**src/rtl/div_pkg.sv**
```systemverilog
// Shared types and default widths for the sequential restoring divider.
package div_pkg;

  localparam int unsigned DIV_DW = 8;
  localparam int unsigned DIV_VW = 4;

  // Quotient reported for a zero divisor.
  localparam logic [DIV_DW-1:0] DIV_ZERO_QUO = '1;

  typedef enum logic [1:0] {
    IDLE = 2'd0,
    CALC = 2'd1,
    DONE = 2'd2
  } div_state_t;

endpackage

```
**src/rtl/div_step.sv**
```systemverilog
// One restoring-division step: shift in the next dividend bit, trial-subtract the divisor.
module div_step
  import div_pkg::*;
#(
  parameter int unsigned VW = DIV_VW
) (
  input  logic [VW:0]   r_i,
  input  logic          q_msb_i,
  input  logic [VW-1:0] d_i,
  output logic [VW:0]   r_o,
  output logic          q_bit_o
);

  logic [VW:0] r_shift;
  logic        unused_r_msb;

  // R always stays below D between steps, so its top bit is shifted out unused.
  assign unused_r_msb = r_i[VW];

  always_comb begin
    r_shift = {r_i[VW-1:0], q_msb_i};
    q_bit_o = (r_shift >= {1'b0, d_i});
    r_o     = q_bit_o ? (r_shift - {1'b0, d_i}) : r_shift;
  end

endmodule

```
**src/rtl/seq_divider.sv**
```systemverilog
// Sequential restoring divider: DW-bit dividend / VW-bit divisor, one quotient bit per clock.
module seq_divider
  import div_pkg::*;
#(
  parameter int unsigned DW = DIV_DW,
  parameter int unsigned VW = DIV_VW
) (
  input  logic          clk,
  input  logic          rst,
  input  logic          Start,
  input  logic [DW-1:0] din0,
  input  logic [VW-1:0] din1,
  output logic [DW-1:0] quo,
  output logic [VW-1:0] rem,
  output logic          Busy,
  output logic          Done,
  output logic          DivZero
);

  localparam int unsigned CNT_W = $clog2(DW) + 1;

  div_state_t       state_q;
  logic [DW-1:0]    q_q;
  logic [VW-1:0]    d_q;
  logic [VW:0]      r_q;
  logic [CNT_W-1:0] cnt_q;
  logic [DW-1:0]    quo_q;
  logic [VW-1:0]    rem_q;
  logic             busy_q;
  logic             done_q;
  logic             divzero_q;

  logic [VW:0]      r_d;
  logic [DW-1:0]    q_d;
  logic             q_bit;

  div_step #(
    .VW(VW)
  ) u_step (
    .r_i     (r_q),
    .q_msb_i (q_q[DW-1]),
    .d_i     (d_q),
    .r_o     (r_d),
    .q_bit_o (q_bit)
  );

  assign q_d = {q_q[DW-2:0], q_bit};

  // Control FSM plus datapath registers; result registers only load on completion.
  always_ff @(posedge clk) begin
    if (rst) begin
      state_q   <= IDLE;
      q_q       <= '0;
      d_q       <= '0;
      r_q       <= '0;
      cnt_q     <= '0;
      quo_q     <= '0;
      rem_q     <= '0;
      busy_q    <= 1'b0;
      done_q    <= 1'b0;
      divzero_q <= 1'b0;
    end else begin
      case (state_q)
        IDLE: begin
          done_q <= 1'b0;
          if (Start) begin
            q_q    <= din0;
            d_q    <= din1;
            r_q    <= '0;
            cnt_q  <= '0;
            busy_q <= 1'b1;
            if (din1 == '0) begin
              state_q   <= DONE;
              quo_q     <= {DW{DIV_ZERO_QUO[0]}};
              rem_q     <= '0;
              divzero_q <= 1'b1;
              done_q    <= 1'b1;
            end else begin
              state_q <= CALC;
            end
          end
        end

        CALC: begin
          q_q   <= q_d;
          r_q   <= r_d;
          cnt_q <= cnt_q + CNT_W'(1);
          if (cnt_q == CNT_W'(DW - 1)) begin
            state_q   <= DONE;
            quo_q     <= q_d;
            rem_q     <= r_d[VW-1:0];
            divzero_q <= 1'b0;
            done_q    <= 1'b1;
          end
        end

        DONE: begin
          state_q <= IDLE;
          done_q  <= 1'b0;
          busy_q  <= 1'b0;
        end

        default: begin
          state_q <= IDLE;
          done_q  <= 1'b0;
          busy_q  <= 1'b0;
        end
      endcase
    end
  end

  assign quo     = quo_q;
  assign rem     = rem_q;
  assign Busy    = busy_q;
  assign Done    = done_q;
  assign DivZero = divzero_q;

endmodule

```
**config.mk**
```make
export PLATFORM = sky130hd
export DESIGN_NAME = seq_divider
export DESIGN_NICKNAME = d
export VERILOG_FILES = /design/src/rtl/div_pkg.sv /design/src/rtl/div_step.sv /design/src/rtl/seq_divider.sv
export SDC_FILE = /design/constraint.sdc
export NUM_CORES = 1
export LEC_CHECK = 0
export CAP_MARGIN = 15
export CORE_AREA = 2 2 56 68
export DETAILED_ROUTE_END_ITERATION = 10
export DIE_AREA = 0 0 58 70
export GPL_ROUTABILITY_DRIVEN = 1
export PLACE_DENSITY = 0.77
export SETUP_SLACK_MARGIN = 0.3
export SYNTH_ARGS = -nofsm -noshare
export SYNTH_HDL_FRONTEND = slang
export SYNTH_SLANG_ARGS = --single-unit
```
**constraint.sdc**
```tcl
create_clock -name clk -period 1.9 [get_ports clk]
set_input_delay 0.19 -clock clk [delete_from_list [all_inputs] [get_ports clk]]
set_output_delay 0.19 -clock clk [all_outputs]
set_load 0.01 [all_outputs]
```
==> results.txt, run 1 <==
status: finished clean
first-pass GRT wire length: 6760 um
via count: 1517
Yosys reg bits: 37
final hold violation count: 0
Critical Path Source Type: flop
Critical Path RT: 2.08 ns
number of port buffers: 29
share of cells above drive strength 1: 29.6%
I/O pins: 30
vias in the first global route: 1499
drt wl/cell: 15.9 um
max-slew violations: 0
total gr overflow: 0
Cell Pwr Density: 902 mW/mm2
hold_buf cts: 0
critical path class: flop to flop
Seq/Total Area, Yosys: 44.0%
synth warn: 0
Syn Area/Cell: 8.90 um2
Min-Delay Path Class: input port to flop
drt pass-1 iters: 4
synth top area cells: dfxtp_1 (44%), nor2_1 (9.2%), a211oi_2 (5.2%), nand2_1 (4.2%), ha_1 (3.7%)
crit path DAT: 1.81 ns
clk_skew: 0.00894 ns
final setup vio count: 0
antenna violations before repair: 0
CTS Buf Count: 5
fin crit share: 85.9%
post-synth top area share: 44.0%
CTS root buf: clkbuf_8
most frequent cells in the layout: nor2_1 (39), dfxtp_1 (27), clkdlybuf4s50_1 (24)
CORE AREA: 0.00348 mm2
setup TNS: 0 ns
H-Tree Depth: 2
Post-DRT Antenna Nets: 0
Overall Power: 2170 uW
Fmax: 0.613 GHz
max-cap viol count: 0
CTS clock-pin slew for the worst setup and hold paths: 0.07 ns
DRC: 0
RSZ-0062 raised after global routing: yes
die width: 58 um
post-route design area: 0.00241 mm2
Synth Instances: 189
commonest non-fill, non-tap cell in the layout: nor2_1
largest net degree at the start of global routing: 31
crit end category: flop
Finished Layout Cells: 269
ANT cells: 0
Die Area: 0.00406 mm2
Lkg Pwr: 0.000915 uW
DRT iter0 DRCs: 81
CP Max Fanout: 6
clk sinks: 37
clk_lat worst skew: 0.29 ns
Synth area leader: dfxtp_1
Cell variety after synth: 36
# nets final: 250
clock tree from TritonCTS: done
GPL Wtd Cong: 0.756
final wirelength: 4260 um
cell area after synthesis: 0.00168 mm2
total track usage: 21.4%
Mapped Nets: 210
Die Y: 70 um
peak supply drop: 0.000831 V
dpl cell area: 0.00202 mm2
min cycle time layout: 1.63 ns
HPWL after detailed placement: 2570 um
P&R area growth vs syn: 43.1%
Max Root-Sink Buffers: 2
Slew headroom: 72.2%
Vias/cell: 5.64
Initial Utilization: 48.3%
worst slew pin tran: 0.417 ns
fill count: 260
Placed Instances: 252
row count: 24
-- cell type report --
class,count,area (um2),share of cell area [%]
clock buffers,5,68.8,2.86
clock inverters,3,65.1,2.70
inverters,6,22.5,0.936
multi-input cells,135,982,40.8
flip-flops and latches,37,756,31.4
well taps,39,48.8,2.03
repair buffers,44,463,19.2
-- synthesized netlist by cell type, drive strengths merged --
master,count
a211oi,9
a21oi,7
a22oi,1
a311oi,8
a31oi,1
a32o,6
buf,5
clkbuf,6
dfxtp,37
fa,1
ha,5
inv,6
mux2i,1
nand2,19
nand2b,5
nand3b,1
nand4,2
nor2,42
nor2b,2
nor3,5
nor3b,1
o21ai,6
o21ba,1
o221ai,1
o22ai,1
o32ai,1
or2,1
or3,3
or3b,1
or4,1
xor2,3
-- kinds of logic (layout without fill, tap and decap cells) --
kind of cell | after synthesis | in the layout | synth area share (%)
AO/OA/AOI/OAI | 42 | 42 | 21.7
XOR/XNOR | 3 | 3 | 1.56
adder cells (fa/ha/maj) | 6 | 6 | 4.91
buffers and inverters | 17 | 58 | 4.69
flip-flops | 37 | 37 | 44.0
multiplexers | 1 | 1 | 0.595
AND/OR/NAND/NOR | 83 | 83 | 22.5
-- registers in the layout (all words and copies together) (netlist names), 2 cells and up --
signal / cells
r_q: 4
q_q: 8
cnt_q: 4
state_q: 2
d_q: 4
rem: 4
quo: 8
-- per-layer routing --
layer | part of all wire [%] | vias to the layer above | global-route usage, %
met1 | 42 | 710 | 27.0
met3 | 4.8 | 14 | 5.74
li1 | - | 747 | -
met5 | 0 | - | 0
met4 | 2.6 | 0 | 6.98
met2 | 51 | 46 | 34.8
-- worst max-delay path: stages (launching register included) --
cell	delay (ns)
dfxtp_2	0.33
inv_1	0.07
ha_4	0.17
nor2_2	0.19
a21oi_4	0.11
or3_4	0.38
a32o_1	0.26
-- metrics by stage --
| step | util, % | setup slack (ns) | hold WS (ns) |
|---|---|---|---|
| 2_1_floorplan | - | 0.301 | 0.329 |
| 3_3_place_gp | 58.0 | 0.0210 | 0.441 |
| 3_5_place_dp | 58.0 | -0.0198 | 0.450 |
| 4_1_cts | 65.4 | 0.285 | 0.471 |
| 5_1_grt | 69.1 | 0.246 | 0.183 |
| 6_report | 69.1 | 0.268 | 0.181 |
-- path summary, 6_finish.rpt --
check	cells after the start	slack, ns	to	start
setup / recovery	6	0.27	r_q[0]	d_q[1]
hold / removal	3	0.18	d_q[1]	din1[1]
setup reg to reg	6	0.27	r_q[0]	d_q[1]
hold reg to reg	1	0.46	cnt_q[0]	cnt_q[0]
-- report_power, final --
group	switching, uW	internal, uW	leakage (uW)
registers	42.7	822	0.000306
clock network	285	521	0.0000681
logic	259	239	0.000540
-- repair_timing --
action                                  4_1_cts  5_1_grt
gates resized for setup                      17       26
endpoints found under the hold margin         0        0
pin swaps                                     6       11
cloned                                        0        2
setup buffers                                 6        1
endpoints found under the setup margin        9       21
Note: power is estimated with default switching activity, not from simulation.
==> inputs of run 2 (changes only) <==
Settings changed: CORE_AREA 2 2 56 68 to 2 2 58 71, DIE_AREA 0 0 58 70 to 0 0 60 73, PLACE_DENSITY 0.77 to 0.76, SYNTH_HIERARCHICAL set to 1.
==> run 2 against run 1 <==
Non-clock buffer count fell by 2. Register-to-register slack got worse by 0.06 ns. Synthesized cell count rose by 0.53%. Worst hold slack better by 0.28 ns. Final area is 0.83% lower. Count of clock-buffer cells in the layout grew 1. Via count decreased by 2.5%. Critical endpoint is now rem[0]. Highest routed layer unchanged.
==> results.txt, run 2 <==
Die Y: 73 um
clk sinks: 37
P_sw: 530 uW
setup TNS: 0 ns
dpl cell area: 0.00215 mm2
switching part of the total: 28.9%
CTS clock-pin slew for the worst setup and hold paths: 0.07 ns
Final Core Density: 63.0%
crit end category: flop
Flop pwr share: 46.3%
final worst slack: 0.212 ns
max-cap viol count: 0
Finished Layout Cells: 283
share of cells above drive strength 1: 23.6%
final setup vio count: 0
CTS root buf: clkbuf_8
Synth Instances: 190
Cell Pwr Density: 768 mW/mm2
drt pass-1 iters: 4
antenna violations before repair: 0
final wirelength: 3870 um
largest net degree at the start of global routing: 26
Critical Path RT: 2.11 ns
# nets final: 249
drt wl/cell: 13.7 um
worst slew pin tran: 0.549 ns
synth warn: 6
die width: 60 um
ANT cells: 0
Post-DRT Antenna Nets: 0
Syn Area/Cell: 9.32 um2
CORE AREA: 0.00378 mm2
min cycle time layout: 1.69 ns
Slew headroom: 63.3%
status: finished clean
fin crit share: 88.8%
first-pass GRT wire length: 6280 um
vias in the first global route: 1394
Max Root-Sink Buffers: 2
most frequent cells in the layout: dfxtp_1 (29), clkdlybuf4s50_1 (29), nand2_1 (27)
clock tree from TritonCTS: done
RSZ-0062 raised after global routing: yes
total track usage: 19.0%
Critical Path Source Type: flop
row count: 25
Mapped Nets: 211
GPL Wtd Cong: 0.775
pre-CTS setup slack: 0.186 ns
part of the power in the clock network: 29.0%
P&R area growth vs syn: 34.7%
total gr overflow: 0
Lkg Pwr: 0.000944 uW
crit path DAT: 1.90 ns
peak supply drop: 0.000564 V
CP Max Fanout: 4
Initial Utilization: 46.8%
HPWL after detailed placement: 2480 um
Min-Delay Path Class: flop to flop
DRC: 0
critical path class: flop to flop
Fmax: 0.593 GHz
DRT iter0 DRCs: 63
Int Pwr: 1300 uW
hold_buf cts: 0
Die Area: 0.00438 mm2
via count: 1479
cell area after synthesis: 0.00177 mm2
number of port buffers: 29
final hold violation count: 0
CTS Buf Count: 5
max-slew violations: 0
clk_lat worst skew: 0.29 ns
H-Tree Depth: 2
clk_skew: 0.00427 ns
Vias/cell: 5.23
Placed Instances: 270
post-route design area: 0.00239 mm2
Logic pwr share: 24.6%
I/O pins: 30
## run 2: per-layer routing
metal,vias up,wire (um),GRT usage [%],part of all wire (%)
met5,-,0,0,0
met4,0,91,7.41,2.4
met3,11,153,5.32,4.0
met2,42,1830,30.4,47
met1,692,1800,23.8,46
li1,734,-,-,-
## run 2: power groups by stage
stage	Sequential [uW]	Combinational, uW	Clock (uW)
6_report	849	452	532
5_1_grt	854	484	590
4_1_cts	845	394	543
3_5_place_dp	861	340	0
3_3_place_gp	860	334	0
2_1_floorplan	859	238	0
## run 2: layout make-up
type / count / area, um2
Fill cell: 304 / 1400
Multi-Input combinational cell: 136 / 1050
Sequential cell: 37 / 751
Timing Repair Buffer: 42 / 408
Clock buffer: 6 / 72.6
Tap cell: 54 / 67.6
Inverter: 6 / 22.5
Clock inverter: 2 / 10.0
## run 2: final timing paths
kind	cells after the start	slack, ns	to	from
max	8	0.21	rem[0]	d_q[1]
min	2	0.46	d_q[2]	d_q[2]
max reg2reg	8	0.21	rem[0]	d_q[1]
min reg2reg	2	0.46	d_q[2]	d_q[2]
## run 2: critical path, stage by stage (launching register included)
cell and delay, ns:
dfxtp_2 0.35, inv_2 0.05, ha_4 0.22, nand4_1 0.12, nand2_2 0.11, nor2_4 0.18
mux2i_1 0.30, nand3b_1 0.13, mux2i_1 0.16
## run 2: metrics by stage
stage,hold WS [ns],total power [uW]
final,0.463,1830
after global routing,0.482,1930
after CTS,0.461,1780
after detailed placement,0.450,1200
after global placement,0.447,1190
after floorplan,0.318,1100
## run 2: timing repair
| action | CTS | global route |
|---|---|---|
| resized for setup | 11 | 17 |
| pin swaps | 5 | 12 |
| buffers inserted | 3 | 2 |
| setup endpoints to repair | 4 | 23 |
